$ cat config.mk
export PLATFORM = sky130hd
export DESIGN_NAME = alu_op_sequencer
export DESIGN_NICKNAME = d
export VERILOG_FILES = /design/src/rtl/alu_seq_pkg.sv /design/src/rtl/alu_seq_fifo.sv /design/src/rtl/alu_op_sequencer.sv
export SDC_FILE = /design/constraint.sdc
export NUM_CORES = 1
export LEC_CHECK = 0
export ABC_CLOCK_PERIOD_IN_PS = 2000
export CAP_MARGIN = 30
export CORE_MARGIN = 3
export CORE_UTILIZATION = 38
export CTS_CLUSTER_SIZE = 28
export DETAILED_ROUTE_END_ITERATION = 8
export SLEW_MARGIN = 0
export SYNTH_ARGS = -nofsm -noshare
export SYNTH_HDL_FRONTEND = slang
export SYNTH_SLANG_ARGS = --single-unit
$ cat constraint.sdc
create_clock -name clk -period 2 [get_ports clk]
set_input_delay 0.4 -clock clk [delete_from_list [all_inputs] [get_ports clk]]
set_output_delay 0.4 -clock clk [all_outputs]
set_load 0.05 [all_outputs]
$ cat src/rtl/alu_seq_pkg.sv
// Shared types and constants for the accumulator-ALU issue stage.
// Select codes, FSM states, the buffered request format and flag helpers.
package alu_seq_pkg;

   localparam logic [1:0] ALU_ADD = 2'b00;
   localparam logic [1:0] ALU_LDA = 2'b01;
   localparam logic [1:0] ALU_SUB = 2'b10;
   localparam logic [1:0] ALU_LDB = 2'b11;

   typedef enum logic [1:0] {
      IDLE = 2'b00,
      EXEC = 2'b01,
      HOLD = 2'b10
   } state_t;

   typedef struct packed {
      logic [1:0] sel;
      logic [7:0] a;
      logic [7:0] b;
   } req_t;

   // Add reports carry-out and subtract reports borrow, both on bit 8.
   function automatic logic calc_carry(input logic [1:0] sel, input logic c_msb);
      return ((sel == ALU_ADD) || (sel == ALU_SUB)) ? c_msb : 1'b0;
   endfunction

   // Loads have no meaningful result byte, so zero looks at the accumulator.
   function automatic logic calc_zero(input logic [1:0] sel, input logic [7:0] c_low,
                                      input logic [7:0] acc);
      return ((sel == ALU_ADD) || (sel == ALU_SUB)) ? (c_low == 8'h00) : (acc == 8'h00);
   endfunction

endpackage

$ cat src/rtl/alu_seq_fifo.sv
// Synchronous request FIFO; pointers carry one extra wrap bit so that
// full and empty are told apart without a separate occupancy counter.
module alu_seq_fifo
   import alu_seq_pkg::*;
#(
   parameter int DEPTH = 4
) (
   input  logic clk,
   input  logic rst,
   input  logic push,
   input  req_t wdata,
   input  logic pop,
   output req_t rdata,
   output logic full,
   output logic empty
);

   localparam int AW = $clog2(DEPTH);

   req_t           mem [DEPTH];
   logic [AW:0]    wr_ptr;
   logic [AW:0]    rd_ptr;
   logic           do_push;
   logic           do_pop;

   assign do_push = push && !full;
   assign do_pop  = pop && !empty;

   // NOTE: state updates use non-blocking assignments so every register samples pre-edge values.
   always_ff @(posedge clk) begin
      if (rst) begin
         wr_ptr <= '0;
         rd_ptr <= '0;
      end else begin
         if (do_push) wr_ptr <= wr_ptr + (AW+1)'(1);
         if (do_pop)  rd_ptr <= rd_ptr + (AW+1)'(1);
      end
   end

   // NOTE: storage is not reset; the pointers alone decide which entries are valid.
   always_ff @(posedge clk) begin
      if (do_push) mem[wr_ptr[AW-1:0]] <= wdata;
   end

   assign rdata = mem[rd_ptr[AW-1:0]];
   assign empty = (wr_ptr == rd_ptr);
   assign full  = (wr_ptr[AW] != rd_ptr[AW]) && (wr_ptr[AW-1:0] == rd_ptr[AW-1:0]);

endmodule

$ cat src/rtl/alu_op_sequencer.sv
// Issue stage for the 8-bit accumulator ALU: buffers requests, drives the ALU
// one op at a time, and presents results. Optional counters: ALU_SEQ_STATS_EN.
module alu_op_sequencer
   import alu_seq_pkg::*;
#(
   parameter int FIFO_DEPTH = 4
) (
   input  logic        clk,
   input  logic        rst,
   input  logic        op_valid,
   output logic        op_ready,
   input  logic [1:0]  op_sel,
   input  logic [7:0]  op_a,
   input  logic [7:0]  op_b,
   output logic [1:0]  alu_sel,
   output logic [7:0]  alu_a,
   output logic [7:0]  alu_b,
   input  logic [8:0]  alu_c,
   input  logic [7:0]  alu_acc,
   output logic        res_valid,
   input  logic        res_ready,
   output logic [8:0]  res_c,
   output logic [7:0]  res_acc,
   output logic [1:0]  res_sel,
   output logic        res_carry,
   output logic        res_zero
`ifdef ALU_SEQ_STATS_EN
   ,
   output logic [15:0] stat_ops,
   output logic [15:0] stat_carry
`endif
);

   state_t state;
   state_t state_nxt;
   req_t   fifo_wdata;
   req_t   fifo_rdata;
   logic   fifo_full;
   logic   fifo_empty;
   logic   pop;
   logic   capture;
   logic   release_res;

   assign op_ready   = !fifo_full;
   assign fifo_wdata = '{sel: op_sel, a: op_a, b: op_b};

   alu_seq_fifo #(
      .DEPTH (FIFO_DEPTH)
   ) u_fifo (
      .clk   (clk),
      .rst   (rst),
      .push  (op_valid),
      .wdata (fifo_wdata),
      .pop   (pop),
      .rdata (fifo_rdata),
      .full  (fifo_full),
      .empty (fifo_empty)
   );

   always_ff @(posedge clk) begin
      if (rst) state <= IDLE;
      else     state <= state_nxt;
   end

   // NOTE: every output of this block is defaulted first so no path infers a latch.
   always_comb begin
      state_nxt   = state;
      pop         = 1'b0;
      capture     = 1'b0;
      release_res = 1'b0;
      unique case (state)
         IDLE: begin
            if (!fifo_empty) begin
               pop       = 1'b1;
               state_nxt = EXEC;
            end
         end
         EXEC: begin
            capture   = 1'b1;
            state_nxt = HOLD;
         end
         HOLD: begin
            if (res_ready) begin
               release_res = 1'b1;
               if (!fifo_empty) begin
                  pop       = 1'b1;
                  state_nxt = EXEC;
               end else begin
                  state_nxt = IDLE;
               end
            end
         end
         default: state_nxt = IDLE;
      endcase
   end

   // ALU drive registers move only on a pop, so they stay stable through HOLD.
   always_ff @(posedge clk) begin
      if (rst) begin
         alu_sel <= ALU_ADD;
         alu_a   <= '0;
         alu_b   <= '0;
      end else if (pop) begin
         alu_sel <= fifo_rdata.sel;
         alu_a   <= fifo_rdata.a;
         alu_b   <= fifo_rdata.b;
      end
   end

   always_ff @(posedge clk) begin
      if (rst) begin
         res_valid <= 1'b0;
         res_c     <= '0;
         res_acc   <= '0;
         res_sel   <= ALU_ADD;
         res_carry <= 1'b0;
         res_zero  <= 1'b0;
      end else if (capture) begin
         res_valid <= 1'b1;
         res_c     <= alu_c;
         res_acc   <= alu_acc;
         res_sel   <= alu_sel;
         res_carry <= calc_carry(alu_sel, alu_c[8]);
         res_zero  <= calc_zero(alu_sel, alu_c[7:0], alu_acc);
      end else if (release_res) begin
         res_valid <= 1'b0;
      end
   end

`ifdef ALU_SEQ_STATS_EN
   // Op count wraps naturally; carry count sticks at all-ones.
   always_ff @(posedge clk) begin
      if (rst) begin
         stat_ops   <= '0;
         stat_carry <= '0;
      end else if (release_res) begin
         stat_ops <= stat_ops + 16'd1;
         if (res_carry && (stat_carry != 16'hFFFF)) stat_carry <= stat_carry + 16'd1;
      end
   end
`endif

endmodule

==> results.toml <==
[run_status]
status = "finished, final reports clean"

[finish]
drive_gt1_share_pct = 18.1
nNetsFinal = 483
multi_input_area_um2 = 1430
fillers = 986
ff_latch_area_um2 = 3130
antennaDiodeCount = 0
areaGrowthSynthToFinish_pct = 36.9

[worst_setup_path]
cpPeakStageDelay_ps = 820
worstSetupStartpointType = "flip-flop"
cp.arrival_ps = 1550
crit_buf_inv = 1
worst_path_max_delay_cell = "clkdlybuf4s50_1"
cp_max_fo = 2
worstPathCellList = "clkdlybuf4s50_1"
crit_type = "reg2out"
critical-path-top-delay-family = "buffers and inverters"
cp-end-kind = "output pin"
required_ps = 1600

[pwr]
p_leak_nw = 2.33
max-vdd-ir-drop_v = 0.000747
clkPwrFrac_pct = 30.1
switching_power_w = 0.00348
power_frac_comb_pct = 36.1
swShare_pct = 35.2
powerDensity_nw_per_um2 = 1550
seq_power_share_pct = 33.8
p_int_w = 0.00641

[synthesis]
synth-compound-area-share_pct = 4.33
yosysTopAreaCell = "edfxtp_1"
synthesis.nets = 381
ys_ff_latch = 120
yosysUniqueCellTypes = 37
synth_cells = 337
synth-simple-area-share_pct = 10.1
synth_top_family_by_area = "multiplexers"
async_flop_share_pct = 0
synth_top_area_share_pct = 46.4
synthMuxAreaShare_pct = 13.5
yosysSeqAreaShare_pct = 67.1
synth_xor_area_share_pct = 1.13
syn_area_um2 = 4660
synth_area_leaders = "edfxtp_1 (46%), dfxtp_1 (21%), mux4_2 (8.7%)"
yosys_warnings = 0
synth_fa_ha_area_share_pct = 1.34
synth-edff-count = 72
synthFlopType = "edfxtp_1"
syn_area_per_cell_um2 = 13.8

[floorplanning]
die-area_um2 = 13600
die-width_um = 117
ios = 80
die_h_um = 117
rows = 39
core_area_um2 = 11700
start_util_pct = 39.8

[route]
post_drt_wl_per_cell_um = 16.2
met2WireLength_mm = 4.65
top_layer_used = "met4"
drt-vias-per-instance = 4.93
drt_iter0_drc = 170
wl_met1_mm = 4.39
route.detailed.drc = 0
first_pass_iters = 4
postRouteAntennaNets = 0
met3_length_um = 473
wl_mm = 9.66
num_vias = 2934

[global_route]
grt_pass1_wl_mm = 15.4
grt_max_degree = 29
grt_pass1_vias = 2950
overflow = 0
antenna_found_initial = 0
grt_util_all_layers_pct = 15.2

[worst_hold_path]
min_path_type = "reg2reg"

[clocking]
cts_tree = "built"
post_cts_buffers = 0
path_clk_slew_ps = 60
clockBufferDepth = 2
clock-sinks = 120
clock_latency_ps = 400
htree_levels = 4
cts_made_buffers = 17
clockRootBuffer = "clkbuf_16"
holdBufCountCts = 0

[sta]
fin_skew_ps = 11.5
max-slew-margin-rel_pct = 64.9
setup_viol = 0
period_minus_slack_ps = 1950
grt_setup_unrepaired = "no"
max_freq_ghz = 0.512
finalHoldViolations = 0
tightest_slew_ps = 525
report.final.slew_viol_count = 0
setup_tns_ps = 0
timing.final.ws_setup_ps = 48.5
finalCritPeriodShare_pct = 97.6

[run]
cap_violations = 0

[placed_design]
dp_hpwl_mm = 6.36
dp_slack_ps = 44.2
numPortBuffers = 79
gp_congestion = 0.738
metal layers:
metal / up-vias / GRT usage (%)
li1: 1435 / -
met1: 1406 / 19.7
met2: 83 / 24.2
met3: 10 / 4.25
met4: 0 / 5.96
met5: - / 0
logic make-up after synthesis:
family	after synthesis
muxes	40
AOI/OAI and AO/OA	33
DFF	120
xor gates and xnor gates	6
and+or+nand+nor	110
adders and majority gates	5
buffers and inverters	23
synth_stat cells (3+ instances only):
cell	number
ha_1	5
and2_1	4
mux4_2	18
nand2_1	80
a21oi_1	23
nor2b_1	5
edfxtp_1	72
nor3_1	3
inv_1	4
xnor2_1	3
mux2i_1	20
nor2_1	7
dfxtp_1	48
nand2b_1	3
buf_2	5
clkbuf_1	9
xor2_1	3
flip-flops by register name, summed over array words and instances, names as in the netlist:
name / count
alu_b: 8
res_c: 9
res_zero: 1
u_fifo.mem: 72
res_carry: 1
res_acc: 8
alu_sel: 2
alu_a: 8
state: 2
u_fifo.wr_ptr: 3
res_valid: 1
u_fifo.rd_ptr: 3
res_sel: 2
layout by cell type, fill, tap and decap left out, types with 3 or more instances in the layout:
cell and instances:
a21oi_1 23, and2_1 4, buf_12 6, buf_4 19
clkbuf_16 17, clkdlybuf4s50_1 72, clkinvlp_4 3, dfxtp_1 46
dlymetal6s2s_1 3, edfxtp_1 72, ha_1 5, inv_1 4
inv_6 4, mux2i_1 20, mux4_2 18, nand2_1 80
nand2b_1 3, nor2_1 7, nor2b_1 5, nor3_1 3
xor2_1 3
final timing paths:
path | from | endpoint | slack (ps) | cells after the start
max | res_c[4] | res_c[4] | 50 | 1
min | res_acc[6] | res_acc[6] | 450 | 2
max reg2reg | u_fifo.rd_ptr[0] | u_fifo.rd_ptr[2] | 290 | 5
min reg2reg | res_acc[6] | res_acc[6] | 450 | 2
per-stage QoR:
step | hold WS (ps) | instance area [um^2] | power, W | cells | util [%]
detailed placement | 446 | 5760 | 0.00699 | 563 | 49.2
floorplan | 499 | 4660 | 0.00588 | 337 | -
finish | 452 | 6370 | 0.00989 | 595 | 54.4
global placement | 442 | 5760 | 0.00693 | 563 | 49.2
global route | 467 | 6370 | 0.0104 | 595 | 54.4
CTS | 454 | 6360 | 0.0100 | 595 | 54.3
power groups by stage:
stage	clock (W)	sequential, W	combinational, W
after global routing	0.00316	0.00341	0.00381
after floorplan	0	0.00433	0.00155
after detailed placement	0	0.00339	0.00360
after global placement	0	0.00337	0.00356
final	0.00298	0.00335	0.00357
after CTS	0.00305	0.00335	0.00362
area by class of cell:
cell class / count / area share (%)
clock buffer: 19 / 6.95
timing repair buffer: 101 / 16.2
sequential: 120 / 49.0
multi-input combinational: 194 / 22.5
inverter: 5 / 0.295
tap: 143 / 2.81
clock inverter: 13 / 2.28
timing repair:
item | 4_1_cts | 5_1_grt
endpoints found under the hold margin | 0 | 0
gates resized for setup | 3 | 5
gates cloned | 0 | 0
endpoints found under the setup margin | 2 | 4
No activity file was read; power rests on OpenSTA's default activity.
